### config.mk
export PLATFORM = sky130hd
export DESIGN_NAME = sprite_layer
export DESIGN_NICKNAME = d
export VERILOG_FILES = /design/src/rtl/sprite_layer.sv
export SDC_FILE = /design/constraint.sdc
export NUM_CORES = 1
export LEC_CHECK = 0
export BUFFER_PORTS_ARGS = -buffer_cell sky130_fd_sc_hd__buf_2
export CORE_MARGIN = 2
export CORE_UTILIZATION = 47
export CTS_CLUSTER_DIAMETER = 60
export DETAILED_ROUTE_END_ITERATION = 8
export PLACE_DENSITY_LB_ADDON = 0.1
export SLEW_MARGIN = 10
export SYNTH_ARGS = -nofsm -noshare
export SYNTH_HDL_FRONTEND = slang
export SYNTH_SLANG_ARGS = --single-unit
### constraint.sdc
create_clock -name clk -period 10 [get_ports clk]
set_input_delay 1.5 -clock clk [delete_from_list [all_inputs] [get_ports clk]]
set_output_delay 1.5 -clock clk [all_outputs]
set_load 0.005 [all_outputs]
### src/rtl/sprite_layer.sv
// sprite_layer
// Compositing stage for one hardware sprite. Each active pixel is tested
// against the sprite box; on a hit the texel is fetched from sprite VRAM and,
// unless it matches the transparency key, replaces the background colour.
// Sprite position/enable are sampled once per frame so a mid-frame update by
// software never tears the image. An animation counter selects one of FRAMES
// texel pages that are stored back-to-back in VRAM.
//
// Ports
//   clk, rst      : clock, synchronous active-high reset
//   frame_start   : one-cycle pulse per frame (latches sprite_*, steps animation)
//   px_valid, px_x, px_y, bg_color : incoming pixel stream
//   sprite_x, sprite_y, sprite_en, anim_en : requested sprite state
//   vram_en, vram_addr : VRAM read request (registered)
//   vram_data     : VRAM registered read data (one cycle after the request)
//   pix_valid, pix_color, pix_hit : composited pixel, three cycles after input
module sprite_layer #(
    parameter int                SPRITE_W = 32,
    parameter int                SPRITE_H = 32,
    parameter int                FRAMES   = 4,
    parameter int                ANIM_DIV = 8,
    parameter int                CWIDTH   = 12,
    parameter int                XW       = 10,
    parameter int                YW       = 10,
    parameter logic [CWIDTH-1:0] KEY      = 12'hF0F,
    localparam int               AWIDTH   = $clog2(SPRITE_W * SPRITE_H * FRAMES)
) (
    input  logic              clk,
    input  logic              rst,
    input  logic              frame_start,
    input  logic              px_valid,
    input  logic [XW-1:0]     px_x,
    input  logic [YW-1:0]     px_y,
    input  logic [CWIDTH-1:0] bg_color,
    input  logic [XW-1:0]     sprite_x,
    input  logic [YW-1:0]     sprite_y,
    input  logic              sprite_en,
    input  logic              anim_en,
    output logic              vram_en,
    output logic [AWIDTH-1:0] vram_addr,
    input  logic [CWIDTH-1:0] vram_data,
    output logic              pix_valid,
    output logic [CWIDTH-1:0] pix_color,
    output logic              pix_hit
);

    localparam int FW       = (FRAMES > 1) ? $clog2(FRAMES) : 1;
    localparam int DW       = (ANIM_DIV > 1) ? $clog2(ANIM_DIV) : 1;
    localparam int FRAME_SZ = SPRITE_W * SPRITE_H;
    localparam logic [FW-1:0] FRAME_LAST = FW'(FRAMES - 1);
    localparam logic [DW-1:0] DIV_LAST   = DW'(ANIM_DIV - 1);

    // Per-frame latched sprite state and animation counters
    logic [XW-1:0] lx_q, lx_d;
    logic [YW-1:0] ly_q, ly_d;
    logic          len_q, len_d;
    logic [DW-1:0] div_q, div_d;
    logic [FW-1:0] anim_q, anim_d;

    always_comb begin
        lx_d   = lx_q;
        ly_d   = ly_q;
        len_d  = len_q;
        div_d  = div_q;
        anim_d = anim_q;
        if (frame_start) begin
            lx_d  = sprite_x;
            ly_d  = sprite_y;
            len_d = sprite_en;
            if (anim_en) begin
                if (div_q == DIV_LAST) begin
                    div_d  = '0;
                    anim_d = (anim_q == FRAME_LAST) ? '0 : anim_q + 1'b1;
                end else begin
                    div_d = div_q + 1'b1;
                end
            end
        end
    end

    always_ff @(posedge clk) begin
        if (rst) begin
            lx_q   <= '0;
            ly_q   <= '0;
            len_q  <= 1'b0;
            div_q  <= '0;
            anim_q <= '0;
        end else begin
            lx_q   <= lx_d;
            ly_q   <= ly_d;
            len_q  <= len_d;
            div_q  <= div_d;
            anim_q <= anim_d;
        end
    end

    // ---- stage 0: hit test and address ----
    // Box end is computed one bit wider so a sprite hanging off the right or
    // bottom edge of the coordinate space does not wrap back to column 0.
    logic [XW:0]         x_end;
    logic [YW:0]         y_end;
    logic                in_box;
    logic [XW-1:0]       dx;
    logic [YW-1:0]       dy;
    logic [AWIDTH-1:0]   addr_s0;

    assign x_end = {1'b0, lx_q} + (XW + 1)'(SPRITE_W);
    assign y_end = {1'b0, ly_q} + (YW + 1)'(SPRITE_H);
    assign in_box = len_q & px_valid
                  & (px_x >= lx_q) & ({1'b0, px_x} < x_end)
                  & (px_y >= ly_q) & ({1'b0, px_y} < y_end);
    assign dx = px_x - lx_q;
    assign dy = px_y - ly_q;

    always_comb begin
        addr_s0 = '0;
        if (in_box) begin
            addr_s0 = AWIDTH'(32'(anim_q) * FRAME_SZ + 32'(dy) * SPRITE_W + 32'(dx));
        end
    end

    // ---- stage 1: VRAM request ----
    logic              vram_en_p1_q;
    logic [AWIDTH-1:0] vram_addr_p1_q;
    logic              vld_p1_q;
    logic [CWIDTH-1:0] bg_p1_q;
    // ---- stage 2: VRAM data returning ----
    logic              vld_p2_q;
    logic              hit_p2_q;
    logic [CWIDTH-1:0] bg_p2_q;
    // ---- stage 3: composited output ----
    logic              pix_valid_p3_q;
    logic              pix_hit_p3_q;
    logic [CWIDTH-1:0] pix_color_p3_q;

    logic              opaque;
    logic [CWIDTH-1:0] color_d;

    assign opaque = hit_p2_q & (vram_data != KEY);

    always_comb begin
        color_d = '0;
        if (vld_p2_q) begin
            color_d = opaque ? vram_data : bg_p2_q;
        end
    end

    always_ff @(posedge clk) begin
        if (rst) begin
            vram_en_p1_q   <= 1'b0;
            vram_addr_p1_q <= '0;
            vld_p1_q       <= 1'b0;
            vld_p2_q       <= 1'b0;
            hit_p2_q       <= 1'b0;
            pix_valid_p3_q <= 1'b0;
            pix_hit_p3_q   <= 1'b0;
            pix_color_p3_q <= '0;
        end else begin
            vram_en_p1_q   <= in_box;
            vram_addr_p1_q <= addr_s0;
            vld_p1_q       <= px_valid;
            vld_p2_q       <= vld_p1_q;
            hit_p2_q       <= vram_en_p1_q;
            pix_valid_p3_q <= vld_p2_q;
            pix_hit_p3_q   <= opaque;
            pix_color_p3_q <= color_d;
        end
    end

    // Background colour only matters while its valid bit is set, so it is
    // carried without reset.
    always_ff @(posedge clk) begin
        bg_p1_q <= bg_color;
        bg_p2_q <= bg_p1_q;
    end

    assign vram_en   = vram_en_p1_q;
    assign vram_addr = vram_addr_p1_q;
    assign pix_valid = pix_valid_p3_q;
    assign pix_color = pix_color_p3_q;
    assign pix_hit   = pix_hit_p3_q;

endmodule

; Word-level counts from Yosys, hierarchy flattened
; Cells that the tools add are included.
[word_totals]
out_inout_bits = 27
word_cells = 45
ff_bits = 80
input_bits = 70
[classes]
muxes = 3
reduce_logical = 4
n_bitwise = 8
eq_ne = 3
order_cmp = 4
n_addsub = 8
[op_table]
columns = op, count
row1 = $add A10 B6 Y11 const B, 2
row2 = $lt A10 B11 Y1, 2
row3 = $ge A10 B10 Y1, 2
row4 = $add A12 B10 Y12, 1
row5 = $add A12 B12 Y12, 1
row6 = $mux W12, 1
row7 = $ne A12 B12 Y1 const B, 1
row8 = $sub A10 B10 Y10, 1
row9 = $sub A7 B7 Y7, 1
row10 = $and A1 B1 Y1, 6
row11 = $reduce_or A2 Y1, 2
row12 = $add A3 B1 Y3 const B, 1
row13 = $eq A3 B3 Y1 const B, 1
row14 = $mux W3, 1
row15 = $reduce_and A3 Y1, 1
row16 = $add A2 B1 Y2 const B, 1
row17 = $eq A2 B2 Y1 const B, 1
row18 = $mux W2, 1
row19 = $not A1 Y1, 2
row20 = $reduce_and A2 Y1, 1

; Depth between registers and ports, before layout
[depth]
ltp_word = 7
mapped_depth = 16
mapped_depth_nobuf = 16

; Worst setup path before layout
; OpenSTA, ideal clock, no wires.
[synth_timing]
kind = input to register
start = in px_x[0]
end = reg vram_addr_p1_q[11] (netlist: vram_addr[11])
setup_slack_ps = 5738
path_stages = 16
arrival_time_ps = 4143
required_ps = 9881
cell_sequence = inv_1 ha_1 fa_1 nand2b_1 a21oi_1 a21o_1 a21o_1 xor2_1 inv_1 fa_1 nor2b_1 nor3_1 o21bai_1 a21oi_1 xnor2_1 nor2_4
[synth_between]
elab_chain_cells = 7
word_cells_on_any_way = 10
cone_classes = 2 x add/sub / 2 x order compare / 5 x bitwise / 1 x reduce/logical
[synth_rtl]
columns = item, line
row1 = start: declaration, 32  ; input logic [XW-1:0] px_x,
row2 = "parallel branches: the longest is 7 deep, another holds $add A12 B10 Y12", n/a
row3 = end signal: assignment, 160  ; vram_addr_p1_q <= addr_s0;
row4 = end: declaration, 124  ; logic [AWIDTH-1:0] vram_addr_p1_q;
; Several ways; the timed one is not identified.
; A chain may end at the register's enable or synchronous reset.

; Final worst setup path
; Ends and elaborated chain as after synthesis.

==> out/metrics.csv <==
stage;metric;value;unit
yosys;syn_inst;392;
cts;clkSlewWorstSetupHoldPaths;100;ps
sta;fin_ws;5750;ps
worst_setup_path;cp-start-kind;primary input;
layout;final_common_cell;buf_2;
placement;dpl.hpwl;5950;microns
power_and_ir_drop;power.total;732;uW
detailed_routing;drtIter0Drc;76;
worst_setup_path;required;10240;ps
yosys;synth_ff_type;dfxtp_1;
global_route;grt_overflow_total;0;
power_and_ir_drop;power_density;160;nW/um^2
detailed_routing;route.vias.total;2978;
sta;tightest_slew;734;ps
yosys;ys_top_cells_by_area;dfxtp_1, ha_1, mux2i_1, nor2_1, a21oi_1;
yosys;synthDistinctLibCells;43;
yosys;ys.warnings.count;0;
yosys;synth_top_area_cell;dfxtp_1;
detailed_routing;routed_wl;7640;microns
floorplanning;die_x;93.9;microns
cts;post_cts_buffers;0;
power_and_ir_drop;vdd_drop_max;0.0839;mV
yosys;ys_seq_elements;80;
layout;final_cell_mix;buf_2, dfxtp_1, ha_1;
worst_setup_path;critPathMaxFanout;4;
global_route;grt_max_degree;32;
yosys;syn-num-nets;506;
yosys;synth_top_area_share;42.1;%
floorplanning;die-area;8830;sq um
cts;cts_made_buffers;9;
min_path;hold_class;register to register;
worst_setup_path;r2r_start;lx_q[0];
yosys;seq_area_frac_synth;42.1;%
cts;insertion_delay;360;ps
yosys;async_flop_share;0;%
cts;hold_buffers;0;
floorplanning;initial_core_util;49.0;%
detailed_routing;drtAntennaViolNets;0;
sta;hold_viol;0;
worst_setup_path;cp.arrival;4490;ps
detailed_routing;avgViaCountPerCell;4.98;
worst_setup_path;crit_type;primary input to register;
cts;htree_levels;3;
layout;n_fill_cell;751;
floorplanning;top_level_ports;97;
floorplanning;core;7770;sq um
floorplanning;rows;32;
placement;dp_slack;5410;ps
sta;skew;13.1;ps
detailed_routing;wire_per_inst;12.8;microns
layout;stdcell_count;598;
cts;cts-root-buf;clkbuf_8;
placement;io_buffers;96;
cts;cts_resized;0;
sta;totalNegativeSetupSlack;0;ps
worst_setup_path;endpoint_kind;register;
global_route;grtUsageTotal;18.3;%
yosys;netlist_area;3800;sq um
global_route;grt_pass1_wl;12500;microns
global_route;antenna_found_initial;0;
layout;antenna_cells;0;
sta;fin_crit_sh;42.5;%
worst_setup_path;cp-startpoint;px_x[0];
power_and_ir_drop;leakage;0.00227;uW
layout;area_delta_synth_final;20.7;%
placement;dp_cells;582;
run;maxCapViolations;0;
sta;max_slew_margin;51.0;%
cts;cts.sinks;80;
detailed_routing;drc_errors;0;
yosys;synth_edf_count;0;
cts;cts_buffer_depth;2;
sta;fmax;235;MHz
sta;drv_slew;0;
sta;rsz0062_at_grt;no;
yosys;avgSynthCellArea;9.70;sq um
min_path;min-delay-start;bg_p1_q[8];
sta;layout_min_cycle_time;4250;ps
detailed_routing;dr.pass1.iters;4;
floorplanning;die_h;93.9;microns
placement;gp_congestion;0.918;
global_route;grt_pass1_vias;2812;
outcome;outcome;completed;
layout;finalNetCount;605;
cts;cts_tree;yes;
layout;drive_above_1_share;25.6;%
sta;setup_violations;0;
[registers in the layout (all words and copies together), names as in the netlist]
signal	flops
bg_p2_q	12
bg_p1_q	12
div_q	3
pix_valid	1
vld_p1_q	1
pix_color	12
anim_q	2
vram_en	1
len_q	1
ly_q	10
lx_q	10
vram_addr	12
hit_p2_q	1
pix_hit	1
vld_p2_q	1
[cells in the mapped netlist, types with 2 or more instances]
cell	number
dfxtp_1	80
ha_1	41
nor2_1	40
inv_1	34
mux2i_1	31
a21oi_1	27
nand2_1	18
xnor2_1	15
nand3_1	9
nor3_1	9
a21o_1	8
nor2b_1	8
o21ai_0	7
xor2_1	6
clkbuf_1	5
nor2_4	5
o21a_1	5
nor2_2	4
o211ai_1	4
fa_1	3
nand2b_1	3
nand4_1	3
and3_1	2
and4_1	2
buf_1	2
nand4b_1	2
o21bai_1	2
o31ai_1	2
[path summary, 6_finish.rpt]
check | to | slack [ps] | cells after the start
min | bg_p2_q[8] | 320 | 0
max | vram_addr[11] | 5750 | 17
max reg2reg | vram_addr[11] | 6690 | 15
min reg2reg | bg_p2_q[8] | 320 | 0
[metrics by stage]
stage          util, %  hold slack (ps)  cell area, sq um
2_1_floorplan        -              310              3800
3_3_place_gp      56.4              310              4380
3_5_place_dp      56.4              312              4380
4_1_cts           59.1              330              4590
5_1_grt           59.1              337              4590
6_report          59.1              324              4590
[cell families (layout without fill, tap and decap cells)]
logic type	count (synthesis)	count (layout)	share of synthesized area, %
simple gates	110	110	15.0
mux	31	31	8.16
xor+xnor	21	21	4.84
fa+ha+maj	44	44	15.1
compound gates	62	62	10.3
flops	80	80	42.1
buf+inv	44	148	4.57
[where the power goes]
| group | leakage [uW] | total, uW | switching, uW | internal, uW |
|---|---|---|---|---|
| combinational | 0.00151 | 148 | 79.6 | 68.8 |
| sequential | 0.000659 | 337 | 6.46 | 330 |
| clock | 0.000103 | 247 | 127 | 120 |
| total | 0.00227 | 732 | 213 | 519 |
[metal layers]
layer	global-route usage, %	routed length (microns)	up-vias
met4	4.47	102	0
li1	-	-	1540
met3	6.98	514	14
met2	29.0	3420	91
met1	23.4	3600	1333
met5	0	0	-
[cell type report]
class | count | area, sq um | share of cell area, %
clock buffers | 9 | 124 | 2.70
repair buffers | 97 | 488 | 10.6
flip-flops and latches | 80 | 1600 | 34.9
inverters | 35 | 131 | 2.86
well taps | 102 | 128 | 2.78
clock inverters | 7 | 83.8 | 1.83
multi-input cells | 268 | 2030 | 44.3
[critical path, stage by stage]
cell and delay (ps):
buf_2 70, inv_1 30, ha_1 220, fa_1 400
nand2b_1 160, a21oi_1 310, a21o_1 170, a21o_1 120
xor2_1 200, inv_1 90, fa_1 430, nor2b_1 200
nor3_1 90, o21bai_1 140, a21oi_1 90, xnor2_1 240
nor2_4 40
(Power assumes the default switching activity.)
